===== config.mk =====
export PLATFORM = sky130hd
export DESIGN_NAME = round_robin_arbiter8
export DESIGN_NICKNAME = d
export VERILOG_FILES = /design/src/rtl/round_robin_arbiter8_pkg.sv /design/src/rtl/round_robin_arbiter8_pri_enc8.sv /design/src/rtl/round_robin_arbiter8.sv
export SDC_FILE = /design/constraint.sdc
export NUM_CORES = 1
export LEC_CHECK = 0
export ABC_AREA = 1
export BUFFER_PORTS_ARGS = -buffer_cell sky130_fd_sc_hd__buf_2
export CAP_MARGIN = 30
export CORE_MARGIN = 2
export CORE_UTILIZATION = 25
export DETAILED_ROUTE_END_ITERATION = 8
export PLACE_DENSITY = 0.43
export SLEW_MARGIN = 20
export SYNTH_ARGS = -nofsm -noshare
export SYNTH_HDL_FRONTEND = slang
export SYNTH_SLANG_ARGS = --single-unit

===== constraint.sdc =====
create_clock -name clk -period 5.5 [get_ports clk]
set_input_delay 0.55 -clock clk [delete_from_list [all_inputs] [get_ports clk]]
set_output_delay 0.55 -clock clk [all_outputs]
set_load 0.1 [all_outputs]

===== src/rtl/round_robin_arbiter8_pkg.sv =====
// Shared types and constants for the 8-way round-robin arbiter.
package round_robin_arbiter8_pkg;

    localparam int unsigned N_REQ = 8;
    localparam int unsigned IDX_W = 3;

    typedef enum logic {
        IDLE = 1'b0,
        BUSY = 1'b1
    } state_t;

endpackage


===== src/rtl/round_robin_arbiter8_pri_enc8.sv =====
// Lowest-index-first 8-to-3 priority encoder.
module pri_enc8
    import round_robin_arbiter8_pkg::*;
(
    input  logic [N_REQ-1:0] vec,
    output logic [IDX_W-1:0] idx,
    output logic             valid
);

    // Scan from the top down so the lowest set bit is the last one written.
    always_comb begin
        idx   = '0;
        valid = |vec;
        for (int unsigned i = N_REQ; i > 0; i--) begin
            if (vec[i-1]) begin
                idx = IDX_W'(i - 1);
            end
        end
    end

endmodule


===== src/rtl/round_robin_arbiter8.sv =====
// 8-way round-robin arbiter with done/drop/hold-limit release and registered outputs.
module round_robin_arbiter8
    import round_robin_arbiter8_pkg::*;
#(
    parameter int unsigned MAX_HOLD = 16
) (
    input  logic             clk,
    input  logic             rst,
    input  logic             enable,
    input  logic [N_REQ-1:0] req,
    input  logic             done,
    output logic [N_REQ-1:0] grant,
    output logic [IDX_W-1:0] grant_id,
    output logic             grant_valid,
    output logic             timeout
);

    localparam logic [7:0] HOLD_LIMIT = 8'(MAX_HOLD - 1);

    state_t           state_q, state_d;
    logic [IDX_W-1:0] ptr_q, ptr_d;
    logic [7:0]       cnt_q, cnt_d;
    logic [IDX_W-1:0] gid_d;
    logic             valid_d;
    logic             timeout_d;
    logic [N_REQ-1:0] grant_d;

    logic [2*N_REQ-1:0] req_dbl;
    logic [N_REQ-1:0]   req_rot;
    logic [IDX_W-1:0]   enc_idx;
    logic               enc_valid;
    logic [IDX_W-1:0]   winner;
    logic               at_limit;

    // Rotate req right by the pointer so the search starts at the pointer position.
    always_comb begin
        req_dbl = {req, req} >> ptr_q;
        req_rot = req_dbl[N_REQ-1:0];
    end

    pri_enc8 u_pri_enc8 (
        .vec   (req_rot),
        .idx   (enc_idx),
        .valid (enc_valid)
    );

    assign winner   = enc_idx + ptr_q;
    assign at_limit = (cnt_q == HOLD_LIMIT);

    // Next-state, pointer, hold counter and next output values.
    always_comb begin
        state_d   = state_q;
        ptr_d     = ptr_q;
        cnt_d     = cnt_q;
        gid_d     = grant_id;
        valid_d   = grant_valid;
        timeout_d = 1'b0;
        unique case (state_q)
            IDLE: begin
                if (enable && enc_valid) begin
                    state_d = BUSY;
                    gid_d   = winner;
                    valid_d = 1'b1;
                    cnt_d   = '0;
                end
            end
            BUSY: begin
                if (done || !req[grant_id] || at_limit) begin
                    state_d   = IDLE;
                    valid_d   = 1'b0;
                    ptr_d     = grant_id + 1'b1;
                    timeout_d = at_limit && !done;
                end else begin
                    cnt_d = cnt_q + 8'd1;
                end
            end
            default: state_d = IDLE;
        endcase
        grant_d = valid_d ? (N_REQ'(1) << gid_d) : '0;
    end

    // State and registered outputs.
    always_ff @(posedge clk) begin
        if (rst) begin
            state_q     <= IDLE;
            ptr_q       <= '0;
            cnt_q       <= '0;
            grant       <= '0;
            grant_id    <= '0;
            grant_valid <= 1'b0;
            timeout     <= 1'b0;
        end else begin
            state_q     <= state_d;
            ptr_q       <= ptr_d;
            cnt_q       <= cnt_d;
            grant       <= grant_d;
            grant_id    <= gid_d;
            grant_valid <= valid_d;
            timeout     <= timeout_d;
        end
    end

endmodule


==> results of run 1 <==
-- stage by stage --
stage	utilization, %	setup slack (ns)	total power (W)	cells	area (µm²)
after global placement	27.9	2.43	0.000426	357	1880
after CTS	28.6	2.39	0.000537	361	1920
final	28.6	2.39	0.000529	361	1920
after detailed placement	27.9	2.43	0.000422	357	1880
after global routing	28.6	1.96	0.000574	361	1920
after floorplan	-	2.87	0.000382	259	1710
-- cell usage in the layout (no fill, tap or decap), types with 2 or more instances in the layout --
cell      netlist  routed
a21o_1          2       2
a21oi_1        15      15
buf_2           2      24
clkbuf_8        0       3
dfxtp_1        25      25
ha_1            3       3
inv_1          12      12
nand2_1        81      81
nand2_2        18      18
nand3_1        30      30
nand3_2         6       6
nand3b_1        2       2
nor2_1         29      29
nor3_1          2       2
o211ai_1        2       2
o21ai_0         8       8
xnor2_1         2       2
xor2_1          3       3
-- critical path, stage by stage, from the launching register on --
cell     delay, ns
dfxtp_1       0.65
inv_8         0.09
nand2_2       0.09
nand3_2       0.07
nand2_1       0.12
nand2_1       0.06
nand2_1       0.11
inv_1         0.04
o21ai_0       0.14
a21o_1        0.12
nand2_1       0.05
a21oi_1       0.13
ha_1          0.16
inv_1         0.05
fa_1          0.37
xnor2_1       0.18
nand3_1       0.10
nand2_1       0.10
nor2_1        0.05
nor2_1        0.14
nand2_1       0.12
nor2_1        0.11
-- logic make-up after synthesis --
kind of cell             Yosys count
AO/OA/AOI/OAI                     29
XOR/XNOR                           5
adder cells (fa/ha/maj)            4
buffers and inverters             21
flip-flops                        25
AND/OR/NAND/NOR                  175
-- report_power, final --
group	leakage (nW)	total, W	internal [W]	switching (W)
clock	0.0228	0.000111	0.0000519	0.0000592
combinational	0.650	0.000212	0.0000602	0.000152
sequential	0.203	0.000206	0.000190	0.0000162
-- layout make-up --
cell class | count | area, µm² | area share [%]
Clock buffer | 4 | 45.0 | 2.34
Multi-Input combinational cell | 213 | 1090 | 56.7
Timing Repair Buffer | 24 | 120 | 6.25
Sequential cell | 25 | 500 | 26.0
Tap cell | 80 | 100 | 5.21
Inverter | 15 | 66.3 | 3.45
-- registers in the layout, summed over array words and instances (netlist names) --
signal       flops
timeout          1
state_q          1
grant            8
ptr_q            3
grant_valid      1
cnt_q            8
grant_id         3
-- routing by layer --
layer	wire (µm)	part of all wire [%]	track usage (%)	vias up
met5	0	0	0	-
met4	40	0.91	3.98	0
met3	114	2.6	1.43	4
met2	1960	44	20.8	25
met1	2300	52	18.5	749
li1	-	-	-	887
-- worst max-delay path by stage --
stage                     startpoint        to  slack, ns  depth (start not counted)
after floorplan               req[5]  grant[0]       2.87                         20
after global placement        req[1]  grant[0]       2.43                         21
after detailed placement    ptr_q[2]  grant[2]       2.43                         17
after CTS                   ptr_q[0]  grant[2]       2.39                         21
after global routing        ptr_q[0]  grant[1]       1.96                         19
final                       ptr_q[0]  grant[0]       2.39                         21
==> flow_summary.ini, run 1 <==
[outcome]
status = finished clean

[timing]
fin_crit_ns = 3.11
max-slew-margin-rel_pct = 65.8
worst_slew_pin_slew_ns = 0.513
hold_violations = 0
period_share_pct = 56.6
rsz0062_at_grt = false
tns_ns = 0
clock_skew_ns = 0.00391
hold-worst-slack_ns = 0.446
max_freq_mhz = 321
drv_slew = 0
finalSetupViolCount = 0

[route]
wl_mm = 4.41
first_pass_iters = 4
vias_per_cell = 4.61
drt_iter0_markers = 66
antenna_left = 0
drc_errors = 0
routedWlPerCell_um = 12.2
routed-via-count = 1665

[global_route]
grt_util_all_layers_pct = 13.0
grt_pass1_vias = 1650
antenna_found_initial = 0
grt_pass1_wl_mm = 7.93
grt_max_degree = 16
grt-ovfl-total = 0

[cells_and_area]
nNetsFinal = 298
syn2layout_area_growth_pct = 12.2
diodes = 0
drive_gt1_share_pct = 21.4
fillCellCount = 742

[power_and_ir_drop]
leakagePower_nw = 0.876
vdd_drop_max_v = 0.000165
p_per_area_nw_per_um2 = 275

[setup_path]
worstSetupEndpointType = flip-flop
r2r_start = ptr_q[0]
worstSetupPathType = flip-flop to flip-flop
start_kind = flip-flop
r2r-end = grant[0]
path_max_fanout = 10
worst-r2r-setup-slack_ns = 2.39
reg2reg_depth = 21
cp.arrival_ns = 3.32
cp.required_ns = 5.71

[place]
numPortBuffers = 24
dpl.hpwl_mm = 3.43
gp_congestion = 0.796

[yosys]
post-synth-top-count-cell = nand2_1
muxShareOfSynthArea_pct = 0
synth_compound_area_share_pct = 9.28
synth_async_sr_flop_share_pct = 0
syn-num-nets = 275
synth_xor_area_share_pct = 2.56
synth.avg_cell_area_um2 = 6.61
synth_area_leaders = dfxtp_1 (29%), nand2_1 (18%), nand3_1 (8.8%), nand2_2 (6.6%), nor2_1 (6.4%)
synth_commonest_cells = nand2_1 (81), nand3_1 (30), nor2_1 (29)
synth-seq-cells = 25
synth_top_area_cell = dfxtp_1
seq_area_frac_synth_pct = 29.2
synth_top_area_share_pct = 29.2
yosys.cell_types.count = 33
synthSimpleGateAreaFrac_pct = 48.4
synth_top_family_by_area = simple AND/OR/NAND/NOR gates
synth-warning-count = 0
synth_ff_type = dfxtp_1
synthCells = 259
synth_edf_count = 0
netlist_area_um2 = 1710
synth_fa_ha_area_share_pct = 3.36

[clocking]
cts_tree = yes
post_cts_buffers = 0
clock-root-buffer = clkbuf_8
clkSinkCount = 25
ctsResizeCount = 0
cts.path.max_buffers = 2
cts_max_level = 1
cts_hold_buf = 0
cts_buffers = 3
clock_latency_ns = 0.27
clk_pin_slew_ns = 0.09

[flow_run]
cap_violations = 0

[floorplanning]
dieArea_um2 = 7530
coreArea_um2 = 6720
num_rows = 30
ios = 25
dieHeight_um = 86.8
start_util_pct = 25.5
fp.dieW_um = 86.8

[min_path]
min-delay-start = done
hold_path_depth = 2
hold_class = input pin to flip-flop
hold_end = timeout
No activity file was read; power rests on OpenSTA's default activity.
==> run 2: changes to the inputs <==
--- a/config.mk
+++ b/config.mk
@@ -11,7 +11,7 @@
 export CORE_MARGIN = 2
 export CORE_UTILIZATION = 25
 export DETAILED_ROUTE_END_ITERATION = 8
-export PLACE_DENSITY = 0.43
+export PLACE_DENSITY = 0.45
 export SLEW_MARGIN = 20
 export SYNTH_ARGS = -nofsm -noshare
 export SYNTH_HDL_FRONTEND = slang
==> constraint.sdc (replaced) <==
create_clock -name clk -period 2.65 [get_ports clk]
set_input_delay 0.265 -clock clk [delete_from_list [all_inputs] [get_ports clk]]
set_output_delay 0.265 -clock clk [all_outputs]
set_load 0.1 [all_outputs]
==> flow_summary.ini, run 2 (synthesis gave the netlist of run 1 again) <==
[global_route]
antenna_found_initial = 0
grt-ovfl-total = 0
grt_pass1_vias = 1770
grt_max_degree = 16
grt_pass1_wl_mm = 8.03
grt_util_all_layers_pct = 13.1

[timing]
hold_violations = 0
max-slew-margin-rel_pct = 67.7
max_freq_mhz = 359
finalWorstSetupSlack_ns = -0.135
clock_skew_ns = 0.00416
tns_ns = -1.10
finalSetupViolCount = 9
drv_slew = 0
rsz0062_at_grt = true
worst_slew_pin_slew_ns = 0.488
fin_crit_ns = 2.78
period_share_pct = 105

[min_path]
hold_class = input pin to flip-flop
hold_path_depth = 2
hold_end = timeout
min-delay-start = done

[power_and_ir_drop]
leakagePower_nw = 1.09
vdd_drop_max_v = 0.000308
p_per_area_nw_per_um2 = 540

[floorplanning]
ios = 25
fp.dieW_um = 86.8
num_rows = 30
start_util_pct = 25.5
coreArea_um2 = 6720
dieArea_um2 = 7530
dieHeight_um = 86.8

[cells_and_area]
diodes = 0
nNetsFinal = 338
drive_gt1_share_pct = 39.6
fin_area_um2 = 2320
reg.largest.list = cnt_q: 8 flops, grant: 8 flops
syn2layout_area_growth_pct = 35.4
mostFrequentLayoutCells = nand2_1 (66), buf_4 (36), nand2_2 (32), nand3_1 (29), nor2_1 (27)
final_common_cell = nand2_1
fin_cells = 401
fillCellCount = 734

[clocking]
cts_tree = yes
clock_latency_ns = 0.26
clk_pin_slew_ns = 0.09
clock-root-buffer = clkbuf_8
cts.path.max_buffers = 2
cts_buffers = 3
cts_hold_buf = 0
cts_max_level = 1
clkSinkCount = 25

[setup_path]
r2r_start = ptr_q[0]
cp.arrival_ns = 3.00
path_max_fanout = 4
r2r-end = grant[6]
reg2reg_depth = 23
crit_path_start = ptr_q[0]
worstSetupPathType = flip-flop to flip-flop
worstSetupEndpointType = flip-flop
worst-r2r-setup-slack_ns = -0.13
start_kind = flip-flop
cp.required_ns = 2.86

[place]
dpl.hpwl_mm = 3.66
gp_congestion = 0.852
dpl_cell_area_um2 = 2090
placed_cells = 385
place_ws_ns = -0.332
numPortBuffers = 24

[route]
vias_per_cell = 4.62
routedWlPerCell_um = 11.9
wl_met2_mm = 2.33
drc_errors = 0
first_pass_iters = 4
dr_wl_met3_um = 139
drt_iter0_markers = 47
wl_mm = 4.78
antenna_left = 0
wl_met1_mm = 2.25
highest_layer = met4
routed-via-count = 1852

[outcome]
status = finished with violations
violations = negative setup slack

[flow_run]
cap_violations = 0
-- run 2: changes by cell type in the layout (fill, tap and decap cells not counted), moves of 2 or more --
cell / change
nor2_1: -2
buf_4: +36
nand2_2: +14
inv_1: -2
nor2_2: +2
buf_6: +3
o21ai_2: +2
nand2_1: -15
inv_2: +2
-- run 2: worst max-delay path, stage by stage (launching register included) --
cell,delay (ns)
dfxtp_4,0.37
buf_6,0.12
buf_6,0.11
nand2_4,0.06
nand3_4,0.07
nand2_2,0.09
nand2_2,0.05
nand2_2,0.08
inv_2,0.04
o21ai_2,0.12
a21o_1,0.13
nand2_2,0.05
a21oi_2,0.13
ha_2,0.18
inv_2,0.03
fa_2,0.34
xnor2_2,0.15
inv_1,0.06
nand2_1,0.06
nand2_2,0.05
buf_4,0.13
o21ai_2,0.11
nand2_2,0.09
nor2_2,0.11
-- run 2: routing by layer --
layer  track usage, %  vias to the layer above
met5                0                        -
met4             3.55                        0
met3            0.952                        6
met2             22.4                       32
met1             17.8                      851
li1                 -                      963
-- run 2: through the flow --
step / hold WS (ns) / util (%) / power, W
after CTS: 0.161 / 32.5 / 0.00121
after floorplan: 0.339 / - / 0.000793
final: 0.171 / 34.5 / 0.00125
after detailed placement: 0.450 / 31.1 / 0.000955
after global placement: 0.453 / 31.1 / 0.000955
after global routing: 0.183 / 34.5 / 0.00134
-- run 2: worst max path at each step --
stage | end | slack (ns) | cells after the start
floorplan | grant[0] | 0.09 | 22
global placement | grant[0] | -0.26 | 21
detailed placement | grant[0] | -0.33 | 21
CTS | grant[0] | -0.1 | 21
global route | grant[1] | -0.38 | 22
finish | grant[6] | -0.13 | 23
-- run 2: final cells by class --
class                           count  area, µm²  area share [%]
Multi-Input combinational cell    213       1170            50.6
Sequential cell                    25        504            21.7
Timing Repair Buffer               63        424            18.3
Tap cell                           80        100            4.32
Inverter                           15       66.3            2.86
Clock buffer                        4       45.0            1.94
Timing Repair inverter              1       6.26           0.270
-- run 2: power breakdown --
| part | internal [W] | switching [W] | leakage, nW |
|---|---|---|---|
| Combinational | 0.000235 | 0.000376 | 0.864 |
| Sequential | 0.000395 | 0.0000228 | 0.204 |
| Clock | 0.000107 | 0.000117 | 0.0228 |
-- run 2: what timing repair did --
action	4_1_cts	5_1_grt
buffers inserted	3	8
gates cloned	0	1
resized for setup	11	25
setup endpoints to repair	10	10
pin swaps	8	21
==> run 3: changes to the inputs <==
--- a/config.mk
+++ b/config.mk
@@ -6,12 +6,13 @@
 export NUM_CORES = 1
 export LEC_CHECK = 0
 export ABC_AREA = 1
-export BUFFER_PORTS_ARGS = -buffer_cell sky130_fd_sc_hd__buf_2
 export CAP_MARGIN = 30
 export CORE_MARGIN = 2
 export CORE_UTILIZATION = 25
 export DETAILED_ROUTE_END_ITERATION = 8
-export PLACE_DENSITY = 0.45
+export DONT_BUFFER_PORTS = 1
+export PLACE_DENSITY = 0.42
+export SETUP_SLACK_MARGIN = 0.02
 export SLEW_MARGIN = 20
 export SYNTH_ARGS = -nofsm -noshare
 export SYNTH_HDL_FRONTEND = slang
==> flow_summary.ini, run 3 (synthesis gave the netlist of run 1 again) <==
[outcome]
status = finished with violations
violations = negative setup slack

[min_path]
hold_class = input pin to flip-flop
hold_path_depth = 1

[cells_and_area]
fin_cells = 372
final_core_util_pct = 33.1
mostFrequentLayoutCells = nand2_1 (67), buf_4 (32), nand2_2 (28), nand3_1 (26), nor2_1 (24)
fillCellCount = 724
reg.largest.list = cnt_q: 8 flops, grant: 8 flops
multi_input_area_um2 = 1220
seq_area_um2 = 505
nNetsFinal = 309
final_common_cell = nand2_1
diodes = 0
syn2layout_area_growth_pct = 29.8
drive_gt1_share_pct = 35.6

[floorplanning]
dieHeight_um = 86.8
start_util_pct = 25.5
dieArea_um2 = 7530
coreArea_um2 = 6720
num_rows = 30
ios = 25
fp.dieW_um = 86.8

[place]
placed_cells = 361
numPortBuffers = 0
gp_congestion = 0.848
dpl.hpwl_mm = 3.68
place_ws_ns = -0.382

[setup_path]
cp.arrival_ns = 2.89
cp.required_ns = 2.86
path_max_fanout = 5
start_kind = flip-flop
worst-r2r-setup-slack_ns = -0.03
worstSetupPathType = flip-flop to flip-flop
worstSetupEndpointType = flip-flop
reg2reg_depth = 20

[timing]
rsz0062_at_grt = true
worst_slew_pin_slew_ns = 0.951
finalWorstSetupSlack_ns = -0.0273
max-slew-margin-rel_pct = 36.5
clock_skew_ns = 0.00239
period_share_pct = 101
hold-worst-slack_ns = 0.0436
fin_crit_ns = 2.68
finalSetupViolCount = 5
max_freq_mhz = 374
tns_ns = -0.0694
hold_violations = 0
drv_slew = 0

[clocking]
cts_max_level = 1
clkSinkCount = 25
clock_latency_ns = 0.27
cts_buffers = 3
cts.path.max_buffers = 2
cts_tree = yes
clk_pin_slew_ns = 0.09
clock-root-buffer = clkbuf_8

[route]
routedWlPerCell_um = 12.8
drc_errors = 0
wl_mm = 4.75
vias_per_cell = 4.70
antenna_left = 0
drt_iter0_markers = 64
first_pass_iters = 4
routed-via-count = 1750

[power_and_ir_drop]
intPower_w = 0.000721
switching_share_pct = 41.6
leakagePower_nw = 0.983
clkPwrFrac_pct = 18.9
vdd_drop_max_v = 0.000368
p_sw_w = 0.000514
p_seq_share_pct = 37.5
p_per_area_nw_per_um2 = 556
power.share.combinational_pct = 43.6

[flow_run]
cap_violations = 0

[global_route]
grt_util_all_layers_pct = 13.1
grt_max_degree = 16
antenna_found_initial = 0
grt_pass1_vias = 1703
grt-ovfl-total = 0
grt_pass1_wl_mm = 8.00
run 3: critical path, stage by stage, from the launching register on:
cell and delay [ns]:
dfxtp_4 0.41, buf_6 0.13, nand2_1 0.09, nand3_2 0.09, nand2_1 0.07, nand2_1 0.07
nand2_2 0.07, o21ai_2 0.11, a21o_1 0.12, nand2_1 0.05, a21oi_2 0.13, ha_2 0.18
inv_2 0.03, fa_2 0.34, xnor2_2 0.15, nand3_1 0.11, nand2_2 0.09, nor2_2 0.04
nor2_2 0.13, nand2_2 0.10, nor2_1 0.11
run 3: metal layers:
metal | GRT usage (%) | wire (µm) | vias up
met3 | 3.43 | 285 | 7
met1 | 18.4 | 2390 | 805
met4 | 2.56 | 44 | 0
met2 | 20.4 | 2030 | 33
li1 | - | - | 905
met5 | 0 | 0 | -
run 3: final cells by class:
type	instances	share of cell area [%]
Clock inverter	1	0.338
Multi-Input combinational cell	213	54.9
Sequential cell	25	22.7
Inverter	15	2.98
Tap cell	80	4.50
Timing Repair Buffer	35	12.7
Clock buffer	3	1.86
run 3: worst paths after layout:
kind | startpoint | endpoint
worst min register to register | cnt_q[1] | cnt_q[1]
worst min-delay path | rst | grant_id[2]
worst max register to register | ptr_q[0] | grant[0]
worst max-delay path | ptr_q[0] | grant[0]
run 3: power groups by stage:
stage	clock, W	combinational (W)	sequential, W
3_3_place_gp	0	0.000468	0.000471
2_1_floorplan	0	0.000285	0.000508
3_5_place_dp	0	0.000462	0.000471
6_report	0.000234	0.000538	0.000463
5_1_grt	0.000260	0.000598	0.000466
4_1_cts	0.000247	0.000508	0.000462
run 3: through the flow:
step           cell area, µm²  total power (W)
3_5_place_dp             1980         0.000933
5_1_grt                  2220          0.00132
3_3_place_gp             1980         0.000939
2_1_floorplan            1710         0.000793
6_report                 2220          0.00124
4_1_cts                  2140          0.00122
run 3: repair_timing:
| action | 4_1_cts | 5_1_grt |
|---|---|---|
| pin swaps | 8 | 12 |
| gates resized for setup | 23 | 22 |
| setup buffers | 6 | 1 |
| hold buffers | 0 | 0 |
| endpoints found under the setup margin | 10 | 10 |
